### config.mk
export PLATFORM = sky130hd
export DESIGN_NAME = ram_slot_arbiter
export DESIGN_NICKNAME = d
export VERILOG_FILES = /design/src/rtl/ram_slot_arbiter_pkg.sv /design/src/rtl/ram_slot_timer.sv /design/src/rtl/ram_slot_arbiter.sv
export SDC_FILE = /design/constraint.sdc
export NUM_CORES = 1
export LEC_CHECK = 0
export CAP_MARGIN = 20
export CORE_MARGIN = 5
export CORE_UTILIZATION = 33
export CTS_CLUSTER_DIAMETER = 120
export DETAILED_ROUTE_END_ITERATION = 6
export PLACE_DENSITY = 0.77
export SLEW_MARGIN = 20
export SYNTH_ARGS = -nofsm -noshare
export SYNTH_HDL_FRONTEND = slang
export SYNTH_SLANG_ARGS = --single-unit
### constraint.sdc
create_clock -name clk -period 1.8 [get_ports clk]
set_input_delay 0.54 -clock clk [delete_from_list [all_inputs] [get_ports clk]]
set_output_delay 0.54 -clock clk [all_outputs]
set_load 0.05 [all_outputs]
### src/rtl/ram_slot_arbiter_pkg.sv
// Shared types for the RAM slot arbiter: owner codes and counter sizing.
package ram_slot_arbiter_pkg;

   // Who currently owns the RAM slot.
   typedef enum logic [1:0] {
      OWN_NONE = 2'd0,
      OWN_VID  = 2'd1,
      OWN_CPU  = 2'd2,
      OWN_DMA  = 2'd3
   } owner_e;

   // Counter width able to hold 0..n-1; never narrower than one bit.
   function automatic int cnt_w(input int n);
      return (n <= 2) ? 1 : $clog2(n);
   endfunction

endpackage

### src/rtl/ram_slot_timer.sv
// Slot timing for the RAM arbiter: phase counts clocks inside a slot, slot
// counts slots inside the video period. Slot 0 is the video slot.
module ram_slot_timer
   import ram_slot_arbiter_pkg::*;
#(
   parameter int SLOT_LEN  = 4,
   parameter int RD_LAT    = 2,
   parameter int VID_EVERY = 2
) (
   input  logic clk,
   input  logic reset,
   output logic grant_stb,
   output logic data_stb,
   output logic vid_slot
);

   localparam int PW = cnt_w(SLOT_LEN);
   localparam int SW = cnt_w(VID_EVERY);

   logic [PW-1:0] phase_q, phase_d;
   logic [SW-1:0] slot_q, slot_d;
   logic          wrap;

   // Next phase/slot: phase wraps at SLOT_LEN-1, slot advances on the wrap.
   always_comb begin
      wrap    = (phase_q == PW'(SLOT_LEN - 1));
      phase_d = wrap ? '0 : phase_q + 1'b1;
      slot_d  = slot_q;
      if (wrap)
         slot_d = (slot_q == SW'(VID_EVERY - 1)) ? '0 : slot_q + 1'b1;
   end

   // Counter registers; reset lands on phase 0 of the video slot.
   always_ff @(posedge clk or posedge reset) begin
      if (reset) begin
         phase_q <= '0;
         slot_q  <= '0;
      end else begin
         phase_q <= phase_d;
         slot_q  <= slot_d;
      end
   end

   assign grant_stb = (phase_q == '0);
   assign data_stb  = (phase_q == PW'(RD_LAT));
   assign vid_slot  = (slot_q == '0);

endmodule

### src/rtl/ram_slot_arbiter.sv
// Time-slot arbiter for the single external RAM port shared by video fetch,
// the Z80 and supervisor DMA. Grants are taken on phase 0 of each slot; the
// owner is acked RD_LAT clocks later with read data captured at that edge.
// Build option: define RAM_ARB_DMA_EN to let DMA share non-video slots with
// the CPU in round-robin; otherwise DMA is ignored and the CPU takes them all.
module ram_slot_arbiter
   import ram_slot_arbiter_pkg::*;
#(
   parameter int AW        = 19,
   parameter int DW        = 8,
   parameter int SLOT_LEN  = 4,
   parameter int RD_LAT    = 2,
   parameter int VID_EVERY = 2
) (
   input  logic          clk,
   input  logic          reset,
   input  logic          cpu_req,
   input  logic          cpu_we,
   input  logic [AW-1:0] cpu_addr,
   input  logic [DW-1:0] cpu_wdata,
   output logic [DW-1:0] cpu_rdata,
   output logic          cpu_ack,
   output logic          cpu_wait,
   input  logic          vid_req,
   input  logic [AW-1:0] vid_addr,
   output logic [DW-1:0] vid_rdata,
   output logic          vid_ack,
   input  logic          dma_req,
   input  logic          dma_we,
   input  logic [AW-1:0] dma_addr,
   input  logic [DW-1:0] dma_wdata,
   output logic [DW-1:0] dma_rdata,
   output logic          dma_ack,
   output logic          ram_cs,
   output logic          ram_we,
   output logic [AW-1:0] ram_addr,
   output logic [DW-1:0] ram_wdata,
   input  logic [DW-1:0] ram_rdata
);

   logic grant_stb, data_stb, vid_slot;

   ram_slot_timer #(
      .SLOT_LEN (SLOT_LEN),
      .RD_LAT   (RD_LAT),
      .VID_EVERY(VID_EVERY)
   ) u_timer (
      .clk      (clk),
      .reset    (reset),
      .grant_stb(grant_stb),
      .data_stb (data_stb),
      .vid_slot (vid_slot)
   );

   owner_e        win;
   owner_e        owner_q, owner_d;
   logic          ram_cs_q, ram_cs_d;
   logic          ram_we_q, ram_we_d;
   logic [AW-1:0] ram_addr_q, ram_addr_d;
   logic [DW-1:0] ram_wdata_q, ram_wdata_d;
   logic          cpu_ack_q, cpu_ack_d;
   logic          vid_ack_q, vid_ack_d;
   logic [DW-1:0] cpu_rdata_q, cpu_rdata_d;
   logic [DW-1:0] vid_rdata_q, vid_rdata_d;

`ifdef RAM_ARB_DMA_EN
   logic          dma_ack_q, dma_ack_d;
   logic [DW-1:0] dma_rdata_q, dma_rdata_d;
   logic          rr_q, rr_d;        // 0: CPU wins the next tie, 1: DMA
`else
   logic          unused_dma;
   assign unused_dma = ^{dma_req, dma_we, dma_addr, dma_wdata};
`endif

   // Winner selection, evaluated only on the grant phase. An idle video
   // slot falls through to the CPU/DMA rule.
   always_comb begin
      win = OWN_NONE;
`ifdef RAM_ARB_DMA_EN
      rr_d = rr_q;
`endif
      if (grant_stb) begin
         if (vid_slot && vid_req) begin
            win = OWN_VID;
         end else begin
`ifdef RAM_ARB_DMA_EN
            if (cpu_req && dma_req) begin
               win  = rr_q ? OWN_DMA : OWN_CPU;
               rr_d = ~rr_q;
            end else if (cpu_req) begin
               win = OWN_CPU;
            end else if (dma_req) begin
               win = OWN_DMA;
            end
`else
            if (cpu_req) win = OWN_CPU;
`endif
         end
      end
   end

   // Data path: ack/capture on the data phase, launch the RAM cycle on grant.
   // The two phases never coincide because RD_LAT >= 1.
   always_comb begin
      owner_d     = owner_q;
      ram_cs_d    = 1'b0;
      ram_we_d    = ram_we_q;
      ram_addr_d  = ram_addr_q;
      ram_wdata_d = ram_wdata_q;
      cpu_ack_d   = 1'b0;
      vid_ack_d   = 1'b0;
      cpu_rdata_d = cpu_rdata_q;
      vid_rdata_d = vid_rdata_q;
`ifdef RAM_ARB_DMA_EN
      dma_ack_d   = 1'b0;
      dma_rdata_d = dma_rdata_q;
`endif

      if (data_stb && owner_q != OWN_NONE) begin
         case (owner_q)
            OWN_VID: begin
               vid_ack_d   = 1'b1;
               vid_rdata_d = ram_rdata;
            end
            OWN_CPU: begin
               cpu_ack_d = 1'b1;
               if (!ram_we_q) cpu_rdata_d = ram_rdata;
            end
`ifdef RAM_ARB_DMA_EN
            OWN_DMA: begin
               dma_ack_d = 1'b1;
               if (!ram_we_q) dma_rdata_d = ram_rdata;
            end
`endif
            default: ;
         endcase
         owner_d = OWN_NONE;
      end

      if (win != OWN_NONE) begin
         owner_d  = win;
         ram_cs_d = 1'b1;
         case (win)
            OWN_VID: begin
               ram_we_d   = 1'b0;
               ram_addr_d = vid_addr;
            end
            OWN_CPU: begin
               ram_we_d    = cpu_we;
               ram_addr_d  = cpu_addr;
               ram_wdata_d = cpu_wdata;
            end
`ifdef RAM_ARB_DMA_EN
            OWN_DMA: begin
               ram_we_d    = dma_we;
               ram_addr_d  = dma_addr;
               ram_wdata_d = dma_wdata;
            end
`endif
            default: ;
         endcase
      end
   end

   // State registers; reset aborts any slot in flight without an ack.
   always_ff @(posedge clk or posedge reset) begin
      if (reset) begin
         owner_q     <= OWN_NONE;
         ram_cs_q    <= 1'b0;
         ram_we_q    <= 1'b0;
         ram_addr_q  <= '0;
         ram_wdata_q <= '0;
         cpu_ack_q   <= 1'b0;
         vid_ack_q   <= 1'b0;
         cpu_rdata_q <= '0;
         vid_rdata_q <= '0;
      end else begin
         owner_q     <= owner_d;
         ram_cs_q    <= ram_cs_d;
         ram_we_q    <= ram_we_d;
         ram_addr_q  <= ram_addr_d;
         ram_wdata_q <= ram_wdata_d;
         cpu_ack_q   <= cpu_ack_d;
         vid_ack_q   <= vid_ack_d;
         cpu_rdata_q <= cpu_rdata_d;
         vid_rdata_q <= vid_rdata_d;
      end
   end

`ifdef RAM_ARB_DMA_EN
   // DMA result registers and the CPU/DMA tie-break pointer.
   always_ff @(posedge clk or posedge reset) begin
      if (reset) begin
         dma_ack_q   <= 1'b0;
         dma_rdata_q <= '0;
         rr_q        <= 1'b0;
      end else begin
         dma_ack_q   <= dma_ack_d;
         dma_rdata_q <= dma_rdata_d;
         rr_q        <= rr_d;
      end
   end

   assign dma_ack   = dma_ack_q;
   assign dma_rdata = dma_rdata_q;
`else
   assign dma_ack   = 1'b0;
   assign dma_rdata = '0;
`endif

   assign ram_cs    = ram_cs_q;
   assign ram_we    = ram_we_q;
   assign ram_addr  = ram_addr_q;
   assign ram_wdata = ram_wdata_q;
   assign cpu_ack   = cpu_ack_q;
   assign cpu_rdata = cpu_rdata_q;
   assign vid_ack   = vid_ack_q;
   assign vid_rdata = vid_rdata_q;
   assign cpu_wait  = cpu_req & ~cpu_ack_q;

endmodule
==> flow_summary.json, run 1 <==
{
  "outcome": "complete, no violations",
  "final_cell_area_mm2": 0.003705,
  "numCtsBuffers": 5,
  "synthArstFlopShare_pct": 100.0,
  "cts_tree": "yes",
  "whs_ns": 0.4590,
  "dp_cells": 368,
  "final_cells": 381,
  "crit_path_top_delay_cell": "dfrtp_1",
  "yosys_warnings": 0,
  "critPathLaunchType": "flop",
  "finalPower_mw": 3.372,
  "cp_common_cell": "ha_4",
  "clock_sinks": 52,
  "initial_core_util_pct": 33.83,
  "port_buffers": 106,
  "ios": 145,
  "yosys_register_bits": 52,
  "crit_chain": "inv_1, ha_4, nand3b_1, ha_4, clkbuf_16, mux2_2",
  "vdd_drop_max_mv": 0.4181,
  "setup_slack_ns": 0.04991,
  "clk_path_buf_depth": 2,
  "power_density_mw_per_mm2": 910.3,
  "grt_max_degree": 41,
  "cap_violations": 0,
  "fin_nets": 393,
  "remaining_drc_errors": 0,
  "diodes": 0,
  "placed_cell_area_mm2": 0.003451,
  "grt_pass1_wl_um": 8680,
  "design.die.area_mm2": 0.008692,
  "first_pass_iters": 4,
  "syn_inst": 180,
  "wire_per_inst_um": 15.33,
  "grt.overflow.total": 0,
  "vias_per_cell": 4.609,
  "critPathCaptureType": "flop",
  "synth.most_common_cell": "dfrtp_1",
  "seq_area_frac_synth_pct": 56.92,
  "finalCoreUtilization_pct": 54.83,
  "r2r-end": "ram_wdata[4]",
  "yosysTopAreaCellShare_pct": 56.92,
  "cts.clk_slew.worst_paths_ns": 0.10,
  "min_path_type": "flop to flop",
  "grt_pass1_vias": 1718,
  "period_share_pct": 97.23,
  "dieWidth_um": 93.23,
  "synth_edf_count": 0,
  "cp.arrival_ns": 1.94,
  "finalSetupViolCount": 0,
  "synth_area_mm2": 0.002286,
  "fill_cells": 604,
  "yosys.area.top_type": "dfrtp_1",
  "vias": 1756,
  "synth_commonest_cells": "52 x dfrtp_1, 21 x nor2_1, 19 x a21oi_1, 19 x mux2i_1, 16 x mux2_2",
  "gp_congestion": 0.6728,
  "crit_required_ns": 1.99,
  "fmaxAchievable_ghz": 0.5714,
  "area.growth.synth_to_final_pct": 62.07,
  "synthTopCellsByArea": "dfrtp_1 57%, mux2i_1 8.3%, mux2_2 7.9%",
  "critPathLaunch": "u_timer.phase_q[1]",
  "clock_skew_ns": 0.01152,
  "worst-r2r-setup-slack_ns": 0.05,
  "ys_types": 25,
  "cp_max_fo": 6,
  "synth_ff_type": "dfrtp_1",
  "htree_levels": 2,
  "fin_crit_ns": 1.750,
  "max_stage_delay_ns": 0.39,
  "final_max_slew_viol_count": 0,
  "finalSetupTns_ns": 0,
  "rows": 30,
  "p_leak_nw": 1.676,
  "grtUsageTotal_pct": 12.70,
  "design.core.area_mm2": 0.006756,
  "dp_hpwl_um": 4126,
  "drt_iter0_markers": 46,
  "grt_antenna_before_repair": 0,
  "critical_path.endpoint": "ram_wdata[4]",
  "clock_latency_ns": 0.30,
  "root_buffer": "clkbuf_8",
  "dp_slack_ns": -0.4234,
  "antenna_left": 0,
  "r2r-start": "u_timer.phase_q[1]",
  "wirelength_um": 5839,
  "cts_hold_buffers": 0,
  "avgSynthCellArea_um2": 12.70,
  "die_y_um": 93.23,
  "drive_gt1_share_pct": 34.55,
  "reg2reg_depth": 6,
  "crit_type": "flop to flop",
  "finalHoldViolCount": 0
}
worst max-delay path, delay by kind of cell (launching register included):
| family | cells | cell delay [ns] |
|---|---|---|
| simple gates | 1 | 0.21 |
| flops | 1 | 0.39 |
| fa+ha+maj | 2 | 0.44 |
| mux | 1 | 0.33 |
| buf+inv | 2 | 0.27 |
how the worst min path moves through the flow:
stage	slack (ns)	end	startpoint	cells after the start
2_1_floorplan	0.42	u_timer.phase_q[0]	u_timer.phase_q[0]	1
3_3_place_gp	0.44	u_timer.phase_q[0]	u_timer.phase_q[0]	1
3_5_place_dp	0.44	u_timer.phase_q[0]	u_timer.phase_q[0]	1
4_1_cts	0.46	u_timer.phase_q[0]	u_timer.phase_q[0]	1
5_1_grt	0.47	u_timer.phase_q[0]	u_timer.phase_q[0]	1
6_report	0.46	u_timer.phase_q[0]	u_timer.phase_q[0]	1
sequential cells by signal (all words and copies together), names as in the netlist:
| signal | flops |
|---|---|
| vid_ack | 1 |
| u_timer.phase_q | 2 |
| ram_addr | 19 |
| cpu_ack | 1 |
| vid_rdata | 8 |
| ram_cs | 1 |
| owner_q | 2 |
| u_timer.slot_q | 1 |
| cpu_rdata | 8 |
| ram_we | 1 |
| ram_wdata | 8 |
cell type report:
type                    instances  area [um^2]  share of cell area (%)
clock inverters                 2        13.76                  0.3715
multi-input cells             112        934.6                   25.23
repair buffers                122         1246                   33.64
flip-flops and latches         52         1301                   35.12
clock buffers                   6        82.58                   2.229
well taps                      80        100.1                   2.702
inverters                       7        26.28                  0.7092
power by group:
part           internal [mW]  switching (mW)
Combinational          0.470           0.785
Sequential              1.32          0.0954
Clock                  0.315           0.384
placed cells by master, fill, tap and decap left out, types with 2 or more instances in the layout:
cell,synthesis,final
a21oi_1,19,19
buf_12,0,10
buf_4,12,50
clkbuf_16,0,2
clkbuf_8,0,6
clkdlybuf4s50_1,0,56
conb_1,1,9
dfrtp_1,52,52
ha_1,5,2
ha_4,0,3
inv_1,7,6
mux2_2,16,16
mux2_4,8,8
mux2i_1,19,18
nand2b_1,2,2
nand3_1,2,2
nor2_1,21,21
cell families (layout without fill, tap and decap cells):
family          after synthesis  count (layout)  share of synthesized area [%]
buf+inv                      24             137                          6.240
other cells                   1               9                         0.1640
fa+ha+maj                     5               5                          2.737
simple gates                 32              32                          6.897
flops                        52              52                          56.92
xor+xnor                      1               1                         0.3832
mux                          43              43                          21.46
compound gates               22              22                          5.200
metal layers:
layer  track usage, %  vias up  share of wire, %  wire length [um]
li1                 -      835                 -                 -
met4            3.663        0               1.1                62
met5                0        -                 0                 0
met2            20.61       83                49              2834
met3            5.873        5                11               660
met1            15.05      833                39              2281
timing repair:
item / CTS / global route
setup endpoints to repair: 12 / 28
pin swaps: 0 / 5
cloned: 1 / 2
resized for setup: 8 / 5
buffers inserted: 0 / 2
Power figures use the tool's default switching activity.
==> run 2: changes to the inputs <==
CORE_MARGIN = default   (was 5)
==> run 2 against run 1 <==
  * Power up 3.4%
  * Global-route usage increased by 2.1 points
  * Worst setup slack better by 0.012 ns
  * Die area decreased by 16%
  * Critical path depth is the same
  * Non-clock buffer count is 1 higher
  * Via count fell by 0.46%
  * Maximum frequency rose by 0.66%
  * Final cell count fell by 0.52%
  * Sequential power hardly changed
==> flow_summary.json, run 2 (synthesis gave the netlist of run 1 again) <==
{
  "vias": 1748,
  "cts_hold_buffers": 0,
  "finalSetupTns_ns": 0,
  "grt_pass1_wl_um": 8259,
  "r2r-end": "ram_addr[4]",
  "grt_antenna_before_repair": 0,
  "first_pass_iters": 4,
  "diodes": 0,
  "layout_commonest_cell": "clkdlybuf4s50_1",
  "root_buffer": "clkbuf_8",
  "vdd_drop_max_mv": 0.4110,
  "rsz0062_at_grt": "true",
  "clock_sinks": 52,
  "cp_max_fo": 9,
  "ios": 145,
  "r2r-start": "u_timer.phase_q[1]",
  "wire_per_inst_um": 14.35,
  "layout_common_cells": "57 x clkdlybuf4s50_1, 54 x buf_4, 52 x dfrtp_1, 21 x nor2_1",
  "design.core.area_mm2": 0.006531,
  "worst-r2r-setup-slack_ns": 0.11,
  "numCtsBuffers": 5,
  "period_share_pct": 96.59,
  "clock_latency_ns": 0.30,
  "grtUsageTotal_pct": 14.83,
  "grt.overflow.total": 0,
  "min_from": "u_timer.phase_q[0]",
  "dp_slack_ns": -0.3455,
  "setup_slack_ns": 0.06142,
  "crit_path_top_delay_cell": "clkdlybuf4s50_1",
  "gp_congestion": 0.6813,
  "max_stage_delay_ns": 0.42,
  "cap_violations": 0,
  "design.die.area_mm2": 0.007264,
  "final_max_slew_viol_count": 0,
  "finalCoreUtilization_pct": 56.44,
  "critPathLaunch": "vid_req",
  "outcome": "complete, no violations",
  "area.growth.synth_to_final_pct": 61.25,
  "rows": 29,
  "cp.arrival_ns": 1.93,
  "dieWidth_um": 85.23,
  "power_density_mw_per_mm2": 946.4,
  "crit_chain": "clkdlybuf4s50_1, nand2b_1, and3_4, ha_4, buf_12, mux2_2",
  "final_cells": 379,
  "whs_ns": 0.4696,
  "critPathBufInv": 2,
  "critPathLaunchType": "primary input",
  "final_cell_area_mm2": 0.003686,
  "clock_skew_ns": 0.005705,
  "clk_path_buf_depth": 2,
  "crit_type": "primary input to flop",
  "grt_pass1_vias": 1701,
  "remaining_drc_errors": 0,
  "finalSetupViolCount": 0,
  "cts_tree": "yes",
  "finalPower_mw": 3.488,
  "critPathTopFamily": "buffers and inverters",
  "hold-path-cell-count": 1,
  "grt_max_degree": 53,
  "hold_end": "u_timer.phase_q[0]",
  "fin_crit_ns": 1.739,
  "dp_hpwl_um": 3844,
  "drt_iter0_markers": 47,
  "drive_gt1_share_pct": 35.76,
  "die_y_um": 85.23,
  "p_leak_nw": 1.664,
  "htree_levels": 2,
  "critPathCaptureType": "flop",
  "largest_register_ffs": 19,
  "port_buffers": 106,
  "placed_cell_area_mm2": 0.003440,
  "dp_cells": 367,
  "finalHoldViolCount": 0,
  "crit_required_ns": 1.99,
  "cts.clk_slew.worst_paths_ns": 0.09,
  "min_path_type": "flop to flop",
  "fin_nets": 394,
  "antenna_left": 0,
  "vias_per_cell": 4.612,
  "wirelength_um": 5437,
  "fmaxAchievable_ghz": 0.5752,
  "initial_core_util_pct": 35.00,
  "reg2reg_depth": 7
}
[run 2: cell types whose count changed in the layout (fill, tap and decap cells not counted), sizes merged]
cell,before,now
clkdlybuf4s50,56,57
buf,62,63
bufinv,0,1
inv,8,7
dlymetal6s2s,1,0
[run 2: per-layer routing]
layer / routed length (um) / GRT usage [%]
met2: 2667 / 23.68
met5: 0 / 0
met3: 423 / 4.669
met4: 39 / 5.085
met1: 2306 / 19.09
[run 2: worst reg2reg max path, cell delays in order, from the launching register on]
cell	delay, ns
dfrtp_1	0.39
inv_1	0.11
ha_4	0.17
nand3b_1	0.21
ha_4	0.27
buf_4	0.17
mux2i_2	0.18
a21oi_1	0.08
[run 2: worst max path at each step]
stage	endpoint	slack, ns	cells past startpoint
after floorplan	cpu_ack	0.002	1
after global placement	ram_wdata[2]	-0.33	6
after detailed placement	ram_addr[1]	-0.35	7
after CTS	ram_addr[10]	0.02	7
after global routing	ram_addr[14]	-0.03	7
final	ram_wdata[6]	0.06	6
[run 2: layout make-up]
class / instances / area, um^2
Fill cell: 585 / 2845
Inverter: 7 / 26.28
Multi-Input combinational cell: 112 / 934.6
Clock buffer: 6 / 82.58
Clock inverter: 2 / 38.79
Tap cell: 77 / 96.34
Sequential cell: 52 / 1301
Timing Repair Buffer: 123 / 1206
[run 2: report_power, final]
part	internal [mW]	switching (mW)
Sequential	1.32	0.0945
Clock	0.455	0.386
Combinational	0.449	0.780
[run 2: repair_timing]
action | 4_1_cts | 5_1_grt
setup endpoints to repair | 12 | 24
pin swaps | 0 | 4
setup buffers | 0 | 2
cloned | 0 | 2
gates resized for setup | 4 | 8
==> run 3: changes to the inputs <==
HOLD_SLACK_MARGIN = 0.05   (was default)
==> results of run 3 <==
Same layout as run 2: the final DEF is identical, and so are final timing and power.
